## src/rtl/div_restoring_4bit.sv

```systemverilog
// Unsigned restoring divider: one trial subtraction per clock, done pulses WIDTH+1 cycles after start; start ignored while busy.
// Optional DIV_ZERO_CHK_EN: divisor==0 skips iteration (done next cycle, div_by_zero=1); otherwise div_by_zero is tied 0.
module div_restoring_4bit #(
   parameter int WIDTH = 4
) (
   input  logic             clk,
   input  logic             rst_n,
   input  logic             start,
   input  logic [WIDTH-1:0] dividend,
   input  logic [WIDTH-1:0] divisor,
   output logic             busy,
   output logic             done,
   output logic [WIDTH-1:0] quotient,
   output logic [WIDTH-1:0] remainder,
   output logic             div_by_zero
);

   localparam int CW = $clog2(WIDTH);

   typedef enum logic [1:0] {IDLE, RUN, DONE} state_t;

   state_t           state, state_nxt;
   logic [WIDTH-1:0] p;
   logic [WIDTH-1:0] q;
   logic [WIDTH-1:0] d;
   logic [CW-1:0]    count;
   logic             accept;
   logic             zero_skip;
   logic [WIDTH:0]   s;
   logic [WIDTH:0]   t;
   logic             no_borrow;
   logic [WIDTH-1:0] p_step;
   logic [WIDTH-1:0] q_step;

   assign accept = start && ((state == IDLE) || (state == DONE));

`ifdef DIV_ZERO_CHK_EN
   assign zero_skip = (divisor == '0);
`else
   assign zero_skip = 1'b0;
`endif

   // Partial remainder stays below the divisor, so WIDTH bits hold it;
   // the extra bit only exists in the trial difference to expose the borrow.
   assign s         = {p, q[WIDTH-1]};
   assign t         = s + ~{1'b0, d} + {{WIDTH{1'b0}}, 1'b1};
   assign no_borrow = ~t[WIDTH];
   assign p_step    = no_borrow ? t[WIDTH-1:0] : s[WIDTH-1:0];
   assign q_step    = {q[WIDTH-2:0], no_borrow};

   always_ff @(posedge clk or negedge rst_n) begin
      if (!rst_n) begin
         state <= IDLE;
      end else begin
         state <= state_nxt;
      end
   end

   always_comb begin
      state_nxt = state;
      busy      = 1'b0;
      done      = 1'b0;
      case (state)
         IDLE: begin
            if (accept) state_nxt = zero_skip ? DONE : RUN;
         end
         RUN: begin
            busy = 1'b1;
            if (count == '0) state_nxt = DONE;
         end
         DONE: begin
            done = 1'b1;
            if (accept) state_nxt = zero_skip ? DONE : RUN;
            else        state_nxt = IDLE;
         end
         default: state_nxt = IDLE;
      endcase
   end

   always_ff @(posedge clk or negedge rst_n) begin
      if (!rst_n) begin
         p         <= '0;
         q         <= '0;
         d         <= '0;
         count     <= '0;
         quotient  <= '0;
         remainder <= '0;
      end else if (accept) begin
         p     <= '0;
         q     <= dividend;
         d     <= divisor;
         count <= CW'(WIDTH - 1);
         if (zero_skip) begin
            quotient  <= '1;
            remainder <= dividend;
         end
      end else if (state == RUN) begin
         p <= p_step;
         q <= q_step;
         if (count != '0) begin
            count <= count - CW'(1);
         end else begin
            quotient  <= q_step;
            remainder <= p_step;
         end
      end
   end

`ifdef DIV_ZERO_CHK_EN
   always_ff @(posedge clk or negedge rst_n) begin
      if (!rst_n) begin
         div_by_zero <= 1'b0;
      end else if (accept) begin
         div_by_zero <= zero_skip;
      end
   end
`else
   assign div_by_zero = 1'b0;
`endif

endmodule

```

## config.mk

```make
export PLATFORM = sky130hd
export DESIGN_NAME = div_restoring_4bit
export DESIGN_NICKNAME = d
export VERILOG_FILES = /design/src/rtl/div_restoring_4bit.sv
export SDC_FILE = /design/constraint.sdc
export NUM_CORES = 1
export LEC_CHECK = 0
export ABC_AREA = 1
export BUFFER_PORTS_ARGS = -buffer_cell sky130_fd_sc_hd__buf_4
export CAP_MARGIN = 15
export CORE_UTILIZATION = 50
export DETAILED_ROUTE_END_ITERATION = 10
export HOLD_SLACK_MARGIN = 0.15
export PLACE_DENSITY_LB_ADDON = 0.08
export SLEW_MARGIN = 5
export SYNTH_ARGS = -nofsm -noshare
export SYNTH_HDL_FRONTEND = slang
export SYNTH_SLANG_ARGS = --single-unit
```

## constraint.sdc

```tcl
create_clock -name clk -period 2.3 [get_ports clk]
set_clock_uncertainty 0.1 [all_clocks]
set_input_delay 0.345 -clock clk [delete_from_list [all_inputs] [get_ports clk]]
set_output_delay 0.345 -clock clk [all_outputs]
set_load 0.01 [all_outputs]
```

==> results.tsv <==
stage	metric	value	unit
synth	ys_types	25	
sta	maxSlewViolCount	0	
detailed_routing	drt-pass1-iter-count	4	
sta	max_freq	532	MHz
power_and_ir_drop	power.leakage	0.787	nW
synth	synthAdderAreaFrac	0.0686	
critical_path	path_class	flop to flop	
critical_path	worstPathCellList	inv_1 -> ha_1 -> inv_1 -> fa_1 -> nand2_1 -> nand2_2 -> nand3b_2 -> nand2_4 -> nand2_2 -> nand2_2 -> nand2_1 -> nand2_1	
synth	synth_seq_cells	24	
hold_path	hold_class	input pin to flop	
sta	finalSetupViolCount	0	
global_route	grt.total_usage	0.201	
critical_path	crit_slowest_cell	fa_1	
detailed_routing	vias	956	
floorplanning	dieWidth	51.1	um
sta	final-hold-violation-count	0	
sta	rsz0062_at_grt	no	
clock_tree	ctsLongestPathBuffers	2	
sta	tns	0	ns
floorplanning	io_pins	22	
detailed_routing	initialDrtViolationCount	10	
floorplanning	start_util	0.539	
synth	seq_area_frac_synth	0.499	
synth	synthSimpleGateAreaFrac	0.275	
place	routabilityCongestion	0.884	
clock_tree	clock_sinks	24	
power_and_ir_drop	power_density	1560	mW/mm2
critical_path	crit_family	simple AND/OR/NAND/NOR gates	
clock_tree	postCtsSetupBuffers	0	
power_and_ir_drop	ir_worst_vdd	907	uV
detailed_routing	wirelength	2110	um
clock_tree	root_buffer	clkbuf_4	
synth	synth_xor_area_frac	0.00728	
detailed_routing	drcViolationCount	0	
critical_path	path_max_fanout	6	
global_route	antenna_found_initial	0	
clock_tree	cts-buffers-inserted	3	
synth	synth_mux_area_frac	0	
synth	synth-compound-area-share	0.0707	
detailed_routing	detail_route.vias_per_cell	4.90	
global_route	grt_pass1_wl	3870	um
critical_path	worstPathRequired	2.42	ns
job	max_cap_viol_count	0	
sta	fin_crit	1.88	ns
synth	syn_area	0.00120	mm2
synth	ys.warnings.count	0	
run_status	outcome	finished, final reports clean	
detailed_routing	wl_per_cell	10.8	um
synth	synthTopCellsByArea	dfrtp_1 50%, nand2_1 14%, inv_1 5.3%	
place	hpwlAfterDp	1560	um
cells_and_area	antenna_cells	0	
cells_and_area	drive_gt1_frac	0.216	
cells_and_area	final_nets	185	
synth	syn_nets	156	
sta	post-route-period-util	0.817	
cells_and_area	syn_to_final_growth	22.6	%
floorplanning	fp.dieH	51.1	um
floorplanning	coreArea	0.00223	mm2
synth	netlist_instances	139	
global_route	grt_max_degree	25	
place	place_ws	0.444	ns
floorplanning	rows	17	
critical_path	cp.arrival	2.00	ns
clock_tree	clk_latency	0.31	ns
sta	hold_slack	0.156	ns
place	io_buffers	20	
synth	synth_top_area_cell	dfrtp_1	
synth	yosysTopAreaCellShare	0.499	
floorplanning	die_area	0.00261	mm2
critical_path	worst-path-buf-inv	2	
sta	setup_ws	0.420	ns
synth	synth_area_per_cell	8.66	um2
global_route	gr-total-overflow	0	
critical_path	worst_setup_path_end_kind	flop	
clock_tree	htreeDepth	1	
clock_tree	clkTransAtPathRegs	0.14	ns
detailed_routing	final_antenna_net_count	0	
critical_path	max_stage_delay	0.40	ns
clock_tree	tritoncts	built	
synth	synth_top_family_by_area	simple AND/OR/NAND/NOR gates	
critical_path	critPathLaunchType	flop	
global_route	grt_pass1_vias	881	
## where the power goes
part | leakage [nW] | switching [W] | total [W] | internal, W
clock network | 0.0210 | 0.000127 | 0.000223 | 0.0000965
logic | 0.472 | 0.000792 | 0.00134 | 0.000547
registers | 0.294 | 0.000104 | 0.000734 | 0.000630
total | 0.787 | 0.00102 | 0.00230 | 0.00127
## synth_stat cells (all sizes together)
cell	n
xnor2	1
nand3	10
fa	1
dfrtp	24
inv	19
buf	3
nor2	4
conb	1
or2	2
ha	5
a31oi	1
nand2	52
o211ai	1
nand3b	3
a21oi	2
o21ai	7
o221ai	3
## kinds of logic (layout without fill, tap and decap cells)
logic type	Yosys count	after routing
fa+ha+maj	6	6
simple gates	71	71
flops	24	24
buf+inv	22	50
other cells	1	1
xor+xnor	1	1
compound gates	14	14
## routing by layer
| metal | share of wire | up-vias | wire [um] | global-route usage |
|---|---|---|---|---|
| met2 | 0.47 | 25 | 981 | 0.303 |
| met1 | 0.48 | 439 | 1020 | 0.289 |
| met3 | 0.042 | 2 | 88 | 0.0268 |
| met5 | 0 | - | 0 | 0 |
| met4 | 0.0076 | 0 | 16 | 0.0833 |
| li1 | - | 490 | - | - |
## state kept, by name (all words and copies together), names as in the netlist
signal / flops
count: 2
quotient: 4
d: 4
p: 4
state: 2
remainder: 4
q: 4
## worst paths after layout
| check | from | end | slack [ns] | cells past startpoint |
|---|---|---|---|---|
| setup / recovery | q[3] | p[3] | 0.42 | 12 |
| hold / removal | dividend[3] | q[3] | 0.16 | 3 |
| setup reg to reg | q[3] | p[3] | 0.42 | 12 |
| hold reg to reg | remainder[3] | remainder[3] | 0.39 | 2 |
| max in group asynchronous | rst_n | q[2] | 1.51 | 2 |
| min in group asynchronous | rst_n | remainder[1] | 0.34 | 2 |
## metrics by stage
step           power, W   util  area [um2]  instances
2_1_floorplan   0.00174      -        1200        139
3_3_place_gp    0.00204  0.613        1370        184
3_5_place_dp    0.00207  0.613        1370        184
4_1_cts         0.00231  0.661        1480        195
5_1_grt         0.00254  0.661        1480        195
6_report        0.00230  0.661        1480        195
## worst min-delay path, delay by kind of cell
kind            cells  cell delay [ns]
simple gates        1             0.04
compound gates      1             0.07
buf+inv             1             0.07
## final cells by class
type,instances,area [um2]
Tap cell,28,35.0
Sequential cell,24,601
Inverter,19,71.3
Multi-Input combinational cell,93,512
Clock buffer,4,36.3
Timing Repair Buffer,27,220
Fill cell,200,758
## cells in the final DEF, fill, tap and decap left out, types with 2 or more instances in the layout
| master | synthesis | routed |
|---|---|---|
| inv_1 | 17 | 17 |
| nand2_1 | 45 | 45 |
| nand3_1 | 10 | 10 |
| o21ai_1 | 3 | 3 |
| dfrtp_1 | 24 | 24 |
| nand2_2 | 6 | 6 |
| o21ai_0 | 4 | 4 |
| a21oi_1 | 2 | 2 |
| ha_1 | 5 | 5 |
| clkbuf_4 | 0 | 3 |
| nand3b_1 | 2 | 2 |
| buf_4 | 2 | 20 |
| nor2_1 | 3 | 3 |
| dlygate4sd3_1 | 0 | 7 |
| o221ai_1 | 3 | 3 |
| inv_2 | 2 | 2 |
## what timing repair did
item	in CTS	in global routing
hold endpoints to repair	30	0
hold buffers	7	0
resized for setup	0	0
No activity file was read; power rests on OpenSTA's default activity.
